File: config.mk
export PLATFORM = sky130hd
export DESIGN_NAME = safe_entry_ctrl
export DESIGN_NICKNAME = d
export VERILOG_FILES = /design/src/rtl/safe_entry_ctrl_pkg.sv /design/src/rtl/dwell_timer.sv /design/src/rtl/safe_entry_ctrl.sv
export SDC_FILE = /design/constraint.sdc
export NUM_CORES = 1
export LEC_CHECK = 0
export CAP_MARGIN = 25
export CORE_AREA = 2 2 64 66
export DETAILED_ROUTE_END_ITERATION = 8
export DIE_AREA = 0 0 66 68
export PLACE_DENSITY = 0.74
export SYNTH_ARGS = -nofsm -noshare
export SYNTH_HDL_FRONTEND = slang
export SYNTH_HIERARCHICAL = 1
export SYNTH_SLANG_ARGS = --single-unit
File: constraint.sdc
create_clock -name clk -period 5.3 [get_ports clk]
set_input_delay 1.06 -clock clk [delete_from_list [all_inputs] [get_ports clk]]
set_output_delay 1.06 -clock clk [all_outputs]
set_load 0.05 [all_outputs]
File: src/rtl/safe_entry_ctrl_pkg.sv
// Shared constants for the safe keypad controller: display-mode encodings, FSM state
// encodings, the default passcode and a state-to-display decode helper.
package safe_entry_ctrl_pkg;

  localparam logic [2:0] DISP_ERR   = 3'b001;
  localparam logic [2:0] DISP_CODE  = 3'b010;
  localparam logic [2:0] DISP_BLANK = 3'b100;

  localparam logic [2:0] StIdle    = 3'd0;
  localparam logic [2:0] StEntry   = 3'd1;
  localparam logic [2:0] StError   = 3'd2;
  localparam logic [2:0] StLockout = 3'd3;
  localparam logic [2:0] StOpen    = 3'd4;

  localparam logic [15:0] PASSCODE_DEFAULT = 16'h9070;

  function automatic logic [2:0] disp_for_state(input logic [2:0] st);
    logic [2:0] disp;
    case (st)
      StEntry, StOpen:    disp = DISP_CODE;
      StError, StLockout: disp = DISP_ERR;
      default:            disp = DISP_BLANK;
    endcase
    return disp;
  endfunction

endpackage

File: src/rtl/dwell_timer.sv
// Loadable down-counter shared by the timed ERROR, LOCKOUT and OPEN phases.
// Holds at zero; expired is high whenever the count is zero.
module dwell_timer #(
  parameter int unsigned Width = 6
) (
  input  logic             clk,
  input  logic             rst_n,
  input  logic             load,
  input  logic [Width-1:0] load_value,
  output logic             expired
);

  logic [Width-1:0] count_q;

  always_ff @(posedge clk or negedge rst_n) begin
    if (!rst_n) begin
      count_q <= '0;
    end else if (load) begin
      count_q <= load_value;
    end else if (count_q != '0) begin
      count_q <= count_q - Width'(1);
    end
  end

  assign expired = (count_q == '0);

endmodule

File: src/rtl/safe_entry_ctrl.sv
// Keypad-entry controller and lock FSM: assembles a 4-digit BCD code, checks it on ENTER,
// runs timed Err/lockout phases. Optional auto-relock of OPEN under `SAFE_AUTO_RELOCK_EN.
module safe_entry_ctrl
  import safe_entry_ctrl_pkg::*;
#(
  parameter logic [15:0] PASSCODE       = PASSCODE_DEFAULT,
  parameter int unsigned MAX_ATTEMPTS   = 3,
  parameter int unsigned ERR_CYCLES     = 8,
  parameter int unsigned LOCKOUT_CYCLES = 32,
  parameter int unsigned RELOCK_CYCLES  = 64
) (
  input  logic        clk,
  input  logic        rst_n,
  input  logic        key_valid,
  input  logic [3:0]  key_digit,
  input  logic        key_enter,
  input  logic        key_clear,
  output logic [15:0] entered_code,
  output logic [2:0]  display_mode,
  output logic        unlocked,
  output logic        locked_out,
  output logic [2:0]  fail_count
);

  function automatic int unsigned max_u(input int unsigned a, input int unsigned b);
    return (a > b) ? a : b;
  endfunction

`ifdef SAFE_AUTO_RELOCK_EN
  localparam int unsigned MaxCycles = max_u(max_u(ERR_CYCLES, LOCKOUT_CYCLES), RELOCK_CYCLES);
`else
  localparam int unsigned MaxCycles = max_u(ERR_CYCLES, LOCKOUT_CYCLES);
`endif
  localparam int unsigned TimerWidth = $clog2(MaxCycles) + 1;

  if (MAX_ATTEMPTS < 1 || MAX_ATTEMPTS > 7 || ERR_CYCLES < 1 || LOCKOUT_CYCLES < 1 ||
      RELOCK_CYCLES < 1) begin : g_param_check
    $error("safe_entry_ctrl: parameter out of range");
  end

  logic [2:0]            state_q, state_d;
  logic [15:0]           code_q, code_d;
  logic [2:0]            digits_q, digits_d;
  logic [2:0]            fail_q, fail_d;
  logic [2:0]            fail_inc;
  logic [2:0]            disp_q;
  logic                  unlocked_q, locked_out_q;
  logic                  digit_ok;
  logic                  tmr_load;
  logic [TimerWidth-1:0] tmr_value;
  logic                  tmr_expired;

  dwell_timer #(
    .Width(TimerWidth)
  ) u_dwell_timer (
    .clk       (clk),
    .rst_n     (rst_n),
    .load      (tmr_load),
    .load_value(tmr_value),
    .expired   (tmr_expired)
  );

  assign digit_ok = key_valid && (key_digit <= 4'd9);
  assign fail_inc = fail_q + 3'd1;

  // Strobe priority inside IDLE/ENTRY: clear, then enter, then digit.
  always_comb begin
    state_d  = state_q;
    code_d   = code_q;
    digits_d = digits_q;
    fail_d   = fail_q;
    case (state_q)
      StIdle, StEntry: begin
        if (key_clear) begin
          state_d = StIdle;
        end else if (key_enter) begin
          if (digits_q == 3'd4 && code_q == PASSCODE) begin
            state_d = StOpen;
            fail_d  = 3'd0;
          end else begin
            fail_d  = fail_inc;
            state_d = (fail_inc == 3'(MAX_ATTEMPTS)) ? StLockout : StError;
          end
        end else if (digit_ok && digits_q < 3'd4) begin
          code_d   = {code_q[11:0], key_digit};
          digits_d = digits_q + 3'd1;
          state_d  = StEntry;
        end
      end
      StError: begin
        if (tmr_expired) state_d = StIdle;
      end
      StLockout: begin
        if (tmr_expired) begin
          state_d = StIdle;
          fail_d  = 3'd0;
        end
      end
      StOpen: begin
        if (key_clear) begin
          state_d = StIdle;
`ifdef SAFE_AUTO_RELOCK_EN
        end else if (tmr_expired) begin
          state_d = StIdle;
`endif
        end
      end
      default: state_d = StIdle;
    endcase

    if (state_d == StIdle) begin
      code_d   = 16'h0000;
      digits_d = 3'd0;
    end
  end

  // Timer is loaded with N-1 on phase entry so the phase lasts exactly N cycles.
  always_comb begin
    tmr_load  = 1'b0;
    tmr_value = '0;
    if (state_d != state_q) begin
      case (state_d)
        StError: begin
          tmr_load  = 1'b1;
          tmr_value = TimerWidth'(ERR_CYCLES - 1);
        end
        StLockout: begin
          tmr_load  = 1'b1;
          tmr_value = TimerWidth'(LOCKOUT_CYCLES - 1);
        end
`ifdef SAFE_AUTO_RELOCK_EN
        StOpen: begin
          tmr_load  = 1'b1;
          tmr_value = TimerWidth'(RELOCK_CYCLES - 1);
        end
`endif
        default: tmr_load = 1'b0;
      endcase
    end
  end

  always_ff @(posedge clk or negedge rst_n) begin
    if (!rst_n) begin
      state_q      <= StIdle;
      code_q       <= 16'h0000;
      digits_q     <= 3'd0;
      fail_q       <= 3'd0;
      disp_q       <= DISP_BLANK;
      unlocked_q   <= 1'b0;
      locked_out_q <= 1'b0;
    end else begin
      state_q      <= state_d;
      code_q       <= code_d;
      digits_q     <= digits_d;
      fail_q       <= fail_d;
      disp_q       <= disp_for_state(state_d);
      unlocked_q   <= (state_d == StOpen);
      locked_out_q <= (state_d == StLockout);
    end
  end

  assign entered_code = code_q;
  assign display_mode = disp_q;
  assign unlocked     = unlocked_q;
  assign locked_out   = locked_out_q;
  assign fail_count   = fail_q;

endmodule

* Word-level counts from Yosys, hierarchy flattened *
Index checks and enable logic that the tools add are counted.
Widths: inputs -> output; s select.

word-level totals
  flip-flop bits (word level) = 36
  input bits = 9
  output and inout bits = 24
  logic and storage cells = 77

cells by class
  add/subtract/negate cells = 3
  magnitude comparators = 2
  equal/unequal tests = 17
  multiplexer cells = 30
  reductions and logical operators = 17

operator list
  operator              number
  $mux 16               5
  $mux 3                15
  $eq 16x16->1 const B  1
  $eq 3x2->1 const B    5
  $mux 6                2
  $pmux 3 s2            2
  $pmux 5 s2            1
  $eq 3x3->1 const B    3
  $pmux 3 s3            1
  $reduce_and 4->1      2
  $reduce_bool 2->1     4
  $reduce_or 2->1       4
  $add 3x1->3 const B   2
  $eq 3x1->1 const B    2
  $logic_not 3->1       2
  $logic_not 6->1       1
  $ne 2x2->1 const B    3
  $reduce_bool 6->1     1
  $sub 6x1->6 const B   1
  $mux 5                1
  $le 4x4->1 const B    1
  $ne 2x1->1 const B    2
  $logic_and 1x1->1     3
  $lt 3x3->1 const B    1
  2 further kinds       4

* Longest topological paths before layout *
  depth in word-level cells = 12
  mapped depth = 9
  gate-level depth less buffers = 9

* By module *
The synthesis kept the hierarchy.

by module, submodules not included
  module           instances  cells each  area each (um2)  seq. area each (um2)
  safe_entry_ctrl  1          130         1425.1           752.0
  dwell_timer      1          40          400.4            150.1

* Worst setup path after synthesis *
Ideal clock, no wire load.

  path kind = input port to flip-flop
  from = input key_clear
  to = register u_dwell_timer.count_q[0]
  setup time = 149 ps
  arrival time = 2172 ps
  data required time = 5151 ps
  path slack = 2978 ps
  cell stages on the path = 6
  path buffers = 1
  cell sequence = nor3_1 > nand2_1 > o21bai_1 > inv_1 > clkbuf_1 > a221oi_1

between the ends
  word-level cells in the longest chain between the ends = 7
  elaborated cells between the ends (all ways) = 13
  classes of those cells = 3 x eq/ne; 8 x mux; 2 x reduce/logical

RTL lines
  element                                      RTL line                                       source
  start, declared                              safe_entry_ctrl.sv:17                          input logic key_clear,
  $mux 3 (on tied branches)                    safe_entry_ctrl.sv:100, safe_entry_ctrl.sv:74
  $pmux 3 s3 (*)                               safe_entry_ctrl.sv:72                          case (state_q)
  $eq 3x2->1                                   safe_entry_ctrl.sv:122                         case (state_d)
  $reduce_or 2->1 (no line)                    -
  $mux 1                                       safe_entry_ctrl.sv:122
  $mux 1 (*)                                   safe_entry_ctrl.sv:121                         if (state_d != state_q) begin
  net tmr_load                                 safe_entry_ctrl.sv:49                          logic tmr_load;
  $mux 6 or $reduce_bool 2->1 (tied branches)  -
  end signal, assigned                         dwell_timer.sv:19                              count_q <= load_value;
  end signal, assigned                         dwell_timer.sv:21                              count_q <= count_q - Width'(1);
  end, declared                                dwell_timer.sv:13                              logic [Width-1:0] count_q;

Mark *: on every way through the listed nets, which the timed path passes. The rest lies on a longest branch.
A chain may end at the register's enable or synchronous reset.

* Worst setup path after layout *
  from = input key_enter
  to = register u_dwell_timer.count_q[1]

between the ends
  word-level cells in the longest chain between the ends = 8
  elaborated cells between the ends (all ways) = 13
  classes of those cells = 3 x eq/ne; 8 x mux; 2 x reduce/logical

RTL lines
  element                                      RTL line                source
  start, declared                              safe_entry_ctrl.sv:16   input logic key_enter,
  $mux 3 (*)                                   safe_entry_ctrl.sv:76   end else if (key_enter) begin
  $mux 3 (*)                                   safe_entry_ctrl.sv:74   if (key_clear) begin
  $pmux 3 s3 (*)                               safe_entry_ctrl.sv:72
  $eq 3x2->1                                   safe_entry_ctrl.sv:122
  $reduce_or 2->1 (no line)                    -
  $mux 1                                       safe_entry_ctrl.sv:122
  $mux 1 (*)                                   safe_entry_ctrl.sv:121
  net tmr_load                                 safe_entry_ctrl.sv:49
  $mux 6 or $reduce_bool 2->1 (tied branches)  -

Marks and branches as above.

==> qor.txt <==
Final period util -> 55.98%
Type of the worst setup path -> in -> reg
Vias in the first global route -> 1,329
Synth unique cells -> 45
Combinational share of power -> 42.3%
Max Cap Violations -> 0
CORE AREA -> 3856 sq um
CTS Buf Count -> 5
Crit. End Element -> flip-flop
Die area -> 4488 sq um
Post-Synth Adder-Cell Area -> 4.112%
I/O Pins -> 33
XOR/XNOR Fraction of Synth Area -> 1.919%
Yosys top cell area share -> 47.98%
Post-synthesis mux area share -> 9.870%
Worst Setup Start Kind -> input pin
CP max FO -> 17
Register area share after synthesis -> 49.42%
Cells after Synth -> 170
Reg clk slew, reported paths -> 0.07 ns
Clk buf depth -> 2
Synth Cell Area -> 1826 sq um
Post-synth EDFFs -> 0
Final hold vios -> 0
Power per cell area -> 433.4 nW/um^2
Vias -> 1,340
Initial antenna violation count -> 0
Clk_lat worst skew -> 0.28 ns
Hold WS -> 0.5294 ns
Synth cell count leaders -> dfrtp_1 (35), nor2_1 (30), mux2i_1 (18), nand2_1 (10), inv_1 (8)
Syn Area/Cell -> 10.74 sq um
Net Sw Frac -> 40.60%
IO buf count -> 32
Post-Synth Simple-Gate Area -> 20.08%
Global-route usage over all layers -> 18.59%
DRC -> 0
Most frequent cell after synthesis -> dfrtp_1
Rel. slew slack -> 61.58%
Starting Density -> 47.34%
Area leader, netlist -> dfrtp_1
First-pass GRT wire length -> 6.258 mm
Final nets -> 221
Outcome -> finished, final reports clean
Clock share of power -> 18.2%
Synth Flop Type -> dfrtp_1
Clock Root Buffer -> clkbuf_8
Die Ht -> 68 um
Post-layout min period -> 2.967 ns
Post_cts resized -> 0
Initial DRC Count -> 53
Global route overflow -> 0
Vias/cell -> 5.234
Crit path required time -> 5.45 ns
Sequential Power Share -> 39.4%
Largest net degree at the start of global routing -> 37
Setup_tns -> 0 ns
Internal power -> 586.9 uW
Top post-synthesis cells by area -> dfrtp_1 (48%), mux2i_1 (9.9%), nor2_1 (6.2%)
Global placement routability congestion -> 0.7437
Final wirelength -> 3.695 mm
Hold-fix buffers, CTS -> 0
HP Class -> reg -> reg
Synth-to-Final Area Change -> 24.88%
H-Tree Depth -> 2
Detailed Place HPWL -> 2.746 mm
CTS tree -> yes
Slew Limit Fails -> 0
Syn_nets -> 185
Core Rows -> 23
Main combinational cell family by area after synthesis -> simple AND/OR/NAND/NOR gates
Leakage power -> 0.001124 uW
Setup-failing EPs final -> 0
Inserted Diodes -> 0
Clk sinks -> 36
Clk_skew -> 0.006007 ns
Wire per inst -> 14.43 um
Fmax -> 337.1 MHz
Post-CTS Setup Inserts -> 0
Ys async rst share -> 100.0%
Ratio of cells with drive above 1 in the final layout -> 10.19%
Net Switching -> 401.1 uW
Die W -> 66 um
Syn. warnings -> 6
Crit path DAT -> 3.11 ns
Yosys reg bits -> 36
Worst-Margin Slew -> 0.5746 ns
Unrepaired setup endpoints after global routing -> false
Final ANT Viol Nets -> 0
Peak VDD IR -> 305.2 uV
Synth Area in Compound Gates -> 10.56%
First drt pass iteration count -> 4
## cell type report
class / count / area (sq um)
multi-input cells: 120 / 853.3
repair buffers: 35 / 354.1
fillers: 348 / 1577
inverters: 8 / 30.03
well taps: 50 / 62.56
clock inverters: 1 / 5.005
clock buffers: 6 / 72.57
flip-flops and latches: 36 / 902.1
## final timing paths
check                               from                  endpoint  slack [ns]  cells after the start
min                        fail_count[2]             fail_count[2]        0.53                      1
max                            key_enter  u_dwell_timer/count_q[1]        2.33                      7
min reg2reg                fail_count[2]             fail_count[2]        0.53                      1
max in group asynchronous          rst_n           display_mode[2]        3.76                      2
max reg2reg                  digits_q[0]  u_dwell_timer/count_q[1]        2.92                      9
min in group asynchronous          rst_n  u_dwell_timer/count_q[2]        1.19                      2
## worst max-delay path, cell delays in order
cell	delay, ns
clkdlybuf4s50_1	0.59
nand4_1	0.17
o21bai_1	0.47
inv_1	0.38
nand2b_1	0.25
a21oi_1	0.15
a221oi_2	0.05
## cell usage in the layout (no fill, tap or decap), types with 2 or more instances in the layout
master           count
dfrtp_1             35
clkdlybuf4s50_1     32
nor2_1              30
mux2i_1             18
nand2_1             10
inv_1                8
ha_1                 6
nand2b_1             5
clkbuf_8             5
nand4_1              4
a21oi_1              4
o31ai_1              4
xnor2_1              4
o21ai_0              3
o21ai_1              2
nand3_1              2
nor4b_2              2
and3b_1              2
## state kept, by name, summed over array words and instances, names as in the netlist
| signal | flops |
|---|---|
| digits_q | 3 |
| display_mode | 3 |
| entered_code | 16 |
| fail_count | 3 |
| locked_out | 1 |
| state_q | 3 |
| u_dwell_timer/count_q | 6 |
| unlocked | 1 |
## cell families after synthesis
kind of cell    after synthesis
buf+inv                      14
xor+xnor                      4
compound gates               24
mux                          18
fa+ha+maj                     6
simple gates                 67
flops                        36
other cells                   1
## power by group through the flow
stage / clock network [uW] / logic (uW) / registers, uW
CTS: 186 / 423 / 389
floorplan: 0 / 227 / 469
global route: 201 / 454 / 398
finish: 180 / 418 / 390
detailed placement: 0 / 421 / 394
global placement: 0 / 392 / 391
## through the flow
step           total power, uW  util (%)  cell area (sq um)  setup slack [ns]  instances
2_1_floorplan            696.2         -               1826             2.978        170
5_1_grt                   1052     59.12               2280             2.105        256
4_1_cts                  998.2     59.12               2280             2.315        256
3_3_place_gp             783.3     56.42               2176             1.913        247
6_report                 987.9     59.12               2280             2.333        256
3_5_place_dp             814.9     57.11               2202             2.008        249
## metal layers
metal  up-vias  GRT usage [%]  wire (um)
li1        664              -          -
met5         -              0          0
met3         5          3.618        147
met1       644          24.42       1686
met4         0          7.908         67
met2        27          30.30       1793
Power figures use the tool's default switching activity.
